==> config.mk <==
export PLATFORM = sky130hd
export DESIGN_NAME = m_scan_sequencer
export DESIGN_NICKNAME = d
export VERILOG_FILES = /design/src/rtl/m_scan_sequencer_pkg.sv /design/src/rtl/m_scan_sequencer_tick.sv /design/src/rtl/m_scan_sequencer.sv
export SDC_FILE = /design/constraint.sdc
export NUM_CORES = 1
export LEC_CHECK = 0
export ABC_AREA = 1
export BUFFER_PORTS_ARGS = -buffer_cell sky130_fd_sc_hd__buf_2
export CORE_UTILIZATION = 50
export CTS_BUF_LIST = sky130_fd_sc_hd__clkbuf_8
export DETAILED_ROUTE_END_ITERATION = 7
export PLACE_DENSITY = 0.69
export RECOVER_POWER = 50
export SLEW_MARGIN = 30
export SYNTH_ARGS = -nofsm -noshare
export SYNTH_HDL_FRONTEND = slang
export SYNTH_HIERARCHICAL = 1
export SYNTH_SLANG_ARGS = --single-unit
==> constraint.sdc <==
create_clock -name clk -period 1.54 [get_ports clk]
set_input_delay 0.154 -clock clk [delete_from_list [all_inputs] [get_ports clk]]
set_output_delay 0.154 -clock clk [all_outputs]
set_load 0.02 [all_outputs]
==> src/rtl/m_scan_sequencer_pkg.sv <==
// rtl/m_scan_sequencer_pkg.sv - shared constants and state encoding for the scan sequencer
//
// Purpose : select-counter width, sweep end points and FSM state encoding used by
//           m_scan_sequencer and its bench.
package m_scan_sequencer_pkg;

   localparam int SEL_W = 3;

   // Final index of a sweep: 7 when counting up, 0 when counting down.
   localparam logic [SEL_W-1:0] SEL_LAST_UP = 3'd7;
   localparam logic [SEL_W-1:0] SEL_LAST_DN = 3'd0;

   typedef enum logic [1:0] {
      ST_IDLE = 2'd0,
      ST_RUN  = 2'd1,
      ST_DONE = 2'd2
   } state_t;

endpackage

==> src/rtl/m_scan_sequencer_tick.sv <==
// rtl/m_scan_sequencer_tick.sv - dwell prescaler producing one tick every div+1 cycles
//
// Purpose : free-running 0..div counter, held at zero while clear is high.
// Ports   : clk   - system clock, rising edge
//           reset - asynchronous active-high reset, counter to 0
//           clear - synchronous hold-at-zero (sequencer not running)
//           div   - terminal count; tick period is div+1 cycles
//           tick  - high in the cycle the counter equals div
module m_tick_prescaler #(
   parameter int DIV_W = 8
) (
   input  logic             clk,
   input  logic             reset,
   input  logic             clear,
   input  logic [DIV_W-1:0] div,
   output logic             tick
);

   logic [DIV_W-1:0] r_cnt;

   // Combinational so the sequencer can act on the tick in the same cycle;
   // div=0 therefore ticks on every cycle of a run.
   assign tick = (r_cnt == div);

   always_ff @(posedge clk or posedge reset) begin
      if (reset) begin
         r_cnt <= '0;
      end else if (clear || tick) begin
         r_cnt <= '0;
      end else begin
         r_cnt <= r_cnt + 1'b1;
      end
   end

endmodule

==> src/rtl/m_scan_sequencer.sv <==
// rtl/m_scan_sequencer.sv - timed 3-bit select sweep feeding a 3-to-8 decoder
//
// Purpose : generates the select sequence {x,y,z} for a downstream 3-to-8 decoder,
//           holding each index div+1 cycles, single-shot or looping, up or down.
// Ports   : clk    - system clock, rising edge
//           reset  - asynchronous active-high reset
//           start  - begin a sweep (IDLE only)
//           stop   - abort a sweep (RUN only, wins over tick)
//           loop   - 1 = wrap continuously, 0 = single sweep (latched at start)
//           dir    - 0 = up 0..7, 1 = down 7..0 (latched at start)
//           div    - dwell minus one per index (latched at start)
//           x,y,z  - select bits 2,1,0
//           active - select carries a valid index
//           busy   - high in RUN and DONE
//           done   - one-cycle pulse at the end of a single sweep
module m_scan_sequencer
   import m_scan_sequencer_pkg::*;
#(
   parameter int DIV_W = 8
) (
   input  logic             clk,
   input  logic             reset,
   input  logic             start,
   input  logic             stop,
   input  logic             loop,
   input  logic             dir,
   input  logic [DIV_W-1:0] div,
   output logic             x,
   output logic             y,
   output logic             z,
   output logic             active,
   output logic             busy,
   output logic             done
);

   state_t             r_state, w_state_nx;
   logic [SEL_W-1:0]   r_sel, w_sel_nx;
   logic               r_active, w_active_nx;
   logic               r_busy, w_busy_nx;
   logic               r_done, w_done_nx;
   logic               r_loop, w_loop_nx;
   logic               r_dir, w_dir_nx;
   logic [DIV_W-1:0]   r_div, w_div_nx;
   logic               w_tick;
   logic               w_clear;
   logic [SEL_W-1:0]   w_last;

   // Prescaler only runs in RUN; sitting in IDLE keeps it at zero so the first
   // index of a new sweep gets its full dwell.
   assign w_clear = (r_state != ST_RUN);

   m_tick_prescaler #(
      .DIV_W (DIV_W)
   ) u_prescaler (
      .clk   (clk),
      .reset (reset),
      .clear (w_clear),
      .div   (r_div),
      .tick  (w_tick)
   );

   assign w_last = r_dir ? SEL_LAST_DN : SEL_LAST_UP;

   always_ff @(posedge clk or posedge reset) begin
      if (reset) begin
         r_state  <= ST_IDLE;
         r_sel    <= '0;
         r_active <= 1'b0;
         r_busy   <= 1'b0;
         r_done   <= 1'b0;
         r_loop   <= 1'b0;
         r_dir    <= 1'b0;
         r_div    <= '0;
      end else begin
         r_state  <= w_state_nx;
         r_sel    <= w_sel_nx;
         r_active <= w_active_nx;
         r_busy   <= w_busy_nx;
         r_done   <= w_done_nx;
         r_loop   <= w_loop_nx;
         r_dir    <= w_dir_nx;
         r_div    <= w_div_nx;
      end
   end

   always_comb begin
      w_state_nx  = r_state;
      w_sel_nx    = r_sel;
      w_active_nx = r_active;
      w_busy_nx   = r_busy;
      w_done_nx   = 1'b0;
      w_loop_nx   = r_loop;
      w_dir_nx    = r_dir;
      w_div_nx    = r_div;

      case (r_state)
         ST_IDLE: begin
            w_sel_nx    = '0;
            w_active_nx = 1'b0;
            w_busy_nx   = 1'b0;
            if (start) begin
               w_loop_nx   = loop;
               w_dir_nx    = dir;
               w_div_nx    = div;
               w_sel_nx    = dir ? SEL_LAST_UP : SEL_LAST_DN;
               w_active_nx = 1'b1;
               w_busy_nx   = 1'b1;
               w_state_nx  = ST_RUN;
            end
         end

         ST_RUN: begin
            if (stop) begin
               w_state_nx  = ST_IDLE;
               w_sel_nx    = '0;
               w_active_nx = 1'b0;
               w_busy_nx   = 1'b0;
            end else if (w_tick) begin
               if ((r_sel == w_last) && !r_loop) begin
                  w_state_nx  = ST_DONE;
                  w_sel_nx    = '0;
                  w_active_nx = 1'b0;
                  w_done_nx   = 1'b1;
               end else begin
                  // Modular 3-bit step also performs the 7->0 / 0->7 loop wrap.
                  w_sel_nx = r_dir ? (r_sel - 3'd1) : (r_sel + 3'd1);
               end
            end
         end

         ST_DONE: begin
            w_state_nx  = ST_IDLE;
            w_busy_nx   = 1'b0;
            w_active_nx = 1'b0;
            w_sel_nx    = '0;
         end

         default: begin
            w_state_nx  = ST_IDLE;
            w_sel_nx    = '0;
            w_active_nx = 1'b0;
            w_busy_nx   = 1'b0;
         end
      endcase
   end

   assign x      = r_sel[2];
   assign y      = r_sel[1];
   assign z      = r_sel[0];
   assign active = r_active;
   assign busy   = r_busy;
   assign done   = r_done;

endmodule

==> metrics.md <==
| Metric | Value |
|---|---|
| Status | completed |
| Net Switching | 1.16 mW |
| Area contributors post-synth | sky130_fd_sc_hd__dfrtp_1, sky130_fd_sc_hd__nand2_1, sky130_fd_sc_hd__inv_1 |
| Slew Limit Headroom | 0.698 |
| Clock tree buffer depth | 2 |
| Data arrival at the endpoint of the critical path | 1.65 ns |
| Die Width | 54.1 µm |
| Tcrit/Tclk final | 0.939 |
| Number of register bits inferred by synthesis | 26 |
| Clock root buffer | sky130_fd_sc_hd__clkbuf_8 |
| Fraction of final layout cells with drive strength greater than 1 | 0.214 |
| Unique masters post-synth | 23 |
| Unrepaired setup endpoints after global routing | false |
| Register-to-Register Setup Slack | 0.09 ns |
| Area occupied by multi-input gates | 613 µm² |
| Final Worst Setup Slack | 0.0934 ns |
| Standard cell core area | 0.00252 mm² |
| Drt total wl | 2720 µm |
| Clk pwr share | 0.159 |
| # clock sinks | 26 |
| Last element of the critical path | r_sel[2] |
| Leading area contributor after synthesis | sky130_fd_sc_hd__dfrtp_1 |
| Cell area power density | 1730 mW/mm² |
| Critical Path Max Stage Delay | 0.46 ns |
| Vias in the first global route | 1056 |
| Final-report max-slew violation count | 0 |
| I/O pin count | 20 |
| Die ar. | 0.00292 mm² |
| Type of the worst min-delay path | input port to register |
| Kind of critical path | register to register |
| Category of the worst setup path capture point | register |
| CP startpoint | r_sel[0] |
| Cell internal pwr | 1.59 mW |
| Via count of the routed design | 1113 |
| First-pass detailed-route iteration total | 4 |
| Maximum number of pins on one net before global-route repair | 19 |
| CP max-delay cell | sky130_fd_sc_hd__fa_1 |
| Overall die height | 54.1 µm |
| Critical Path RT | 1.75 ns |
| Cells after Synth | 174 |
| Number of DRC markers in iteration 0 | 24 |
| Inserted Clock Buffers | 3 |
| Ranking of synthesized cells by instance count | sky130_fd_sc_hd__nand2_1, sky130_fd_sc_hd__dfrtp_1, sky130_fd_sc_hd__inv_1 |
| Post-synth ARST share | 1.00 |
| Number of cells on the worst reg-to-reg path | 8 |
| Slew at the pin closest to its max-slew limit | 0.453 ns |
| Crit path time final | 1.45 ns |
| Global-route wire length before repair | 4520 µm |
| Starting density of the core | 0.538 |
| Grt ovf | 0 |
| Post-detailed-route via-to-cell ratio | 4.82 |
| Post-detailed-route wirelength per cell | 11.8 µm |
| Total negative setup slack | 0 ns |
| Sequential Area | 651 µm² |
| Antenna violation net count after detailed routing | 0 |
| P_leak | 0.876 nW |
| Clock latency reported for the late side of the worst-skew pair | 0.27 ns |
| Net Count, Synth | 191 |
| Half-perimeter wire length after detailed placement | 1940 µm |
| Final clock skew | 0.00248 ns |
| Setup-failing EPs final | 0 |
| Synthesized area divided by synthesized cell count | 7.79 µm² |
| Worst slack after detailed placement | 0.0757 ns |
| Total number of nets in the final design | 219 |
| Most frequent cell after synthesis | sky130_fd_sc_hd__nand2_1 |
| Capturing point of the worst reg2reg path | r_sel[2] |
| Number of synthesized flops with an enable pin | 0 |
| Most used cell along the critical path | sky130_fd_sc_hd__nand2_1 |
| Portion of the post-synthesis area used by sequential elements | 0.480 |
| Portion of total power attributed to combinational logic | 0.431 |
| Net Sw Frac | 0.422 |
| Peak VDD IR | 1.10 mV |
| Maximum capacitance violations | 0 |
| Routability Congestion | 0.817 |
| Reg2reg start | r_sel[0] |
| Highest attainable clock frequency | 691 MHz |
| DRC viols | 0 |
| Number of warnings printed during yosys synthesis | 6 |
| Number of hold violations in the final report | 0 |
| Layout area overhead | 16.8% |
| Htree depth | 1 |
| Predominant post-synthesis flop cell | sky130_fd_sc_hd__dfrtp_1 |
| Number of port buffers | 19 |
| Filler cells | 232 |
| Number of antenna repair diodes | 0 |
| Row count | 18 |
| Antenna violations before repair | 0 |
| Total global routing track utilization | 0.220 |
| Clock transition at the registers of the reported paths | 0.09 ns |
| Cell-by-cell listing of the critical path | fa_1 > inv_1 > nand3_1 > nand2_1 > nand3_1 > nand2_1 > nand2_1 > nand2_1 |
| Startpoint types | register |
| Clock tree from TritonCTS | built |
| Area of the mapped netlist | 0.00136 mm² |
| Flop pwr share | 0.409 |
| Area share of the largest cell type after synthesis | 0.480 |
| Crit Path Max Fanout | 5 |
[timing repair]
action,CTS,global route
setup buffers,0,2
hold endpoints to repair,26,0
endpoints found under the setup margin,0,5
gates resized for setup,0,4
hold buffers,1,0
[cells by family (layout without fill, tap and decap cells)]
logic type | count (synthesis) | count (layout) | share of synthesized area
flip-flops | 26 | 26 | 0.480
AO/OA/AOI/OAI | 2 | 2 | 0.00737
AND/OR/NAND/NOR | 110 | 110 | 0.359
adder cells (fa/ha/maj) | 3 | 3 | 0.0332
XOR/XNOR | 7 | 7 | 0.0452
buffers and inverters | 26 | 53 | 0.0756
[flip-flops by register name (all words and copies together) (netlist names)]
register and flops:
active 1, busy 1, done 1, r_dir 1, r_div 8, r_loop 1, r_sel 3, r_state 2
u_prescaler/r_cnt 8
[metrics by stage]
stage,hold slack (ns),power [mW],util,area (µm²),cells
after floorplan,-0.0303,1.98,-,1360,174
after global placement,0.117,2.23,0.594,1500,224
after detailed placement,0.116,2.28,0.594,1500,224
after CTS,0.0747,2.73,0.620,1560,229
after global routing,0.0763,2.96,0.628,1580,231
final,0.0756,2.75,0.628,1580,231
[critical path: cells and delay by family, from the launching register on]
kind	cells	cell delay, ns
flip-flops	1	0.45
buffers and inverters	1	0.08
adder cells (fa/ha/maj)	1	0.46
AND/OR/NAND/NOR	6	0.38
[cells in the final DEF (no fill, tap or decap), drive strengths merged]
master	Yosys	layout
dlygate4sd3	0	1
xnor2	5	5
o21ai	2	2
inv	24	24
nor3	1	1
nor4	2	2
buf	2	21
nand4	1	1
nor2	14	14
ha	2	2
clkbuf	0	7
dfrtp	26	26
fa	1	1
nand2	82	82
nand3	10	10
xor2	2	2
[routing by layer]
metal,track usage,part of all wire
met1,0.289,0.44
met4,0.0641,0.0037
met3,0.0311,0.047
met2,0.377,0.51
met5,0,0
[worst min path at each step]
stage	from	to	slack, ns	depth (start not counted)
floorplan	reset	u_prescaler/r_cnt[0]	-0.03	1
global placement	reset	u_prescaler/r_cnt[3]	0.12	2
detailed placement	reset	u_prescaler/r_cnt[3]	0.12	2
CTS	div[0]	r_div[0]	0.07	3
global route	div[3]	r_div[3]	0.08	3
finish	div[2]	r_div[2]	0.08	3
[power by group through the flow]
stage	Sequential [mW]	Clock (mW)	Combinational, mW
after floorplan	1.16	0	0.817
after global placement	1.13	0	1.10
after detailed placement	1.13	0	1.15
after CTS	1.12	0.447	1.16
after global routing	1.15	0.476	1.33
final	1.12	0.438	1.18
[final cells by class]
class	count	share of cell area
Tap cell	30	0.0237
Inverter	24	0.0569
Sequential cell	26	0.411
Multi-Input combinational cell	122	0.387
Timing Repair Buffer	25	0.0869
Clock buffer	4	0.0348
(Power assumes the default switching activity.)
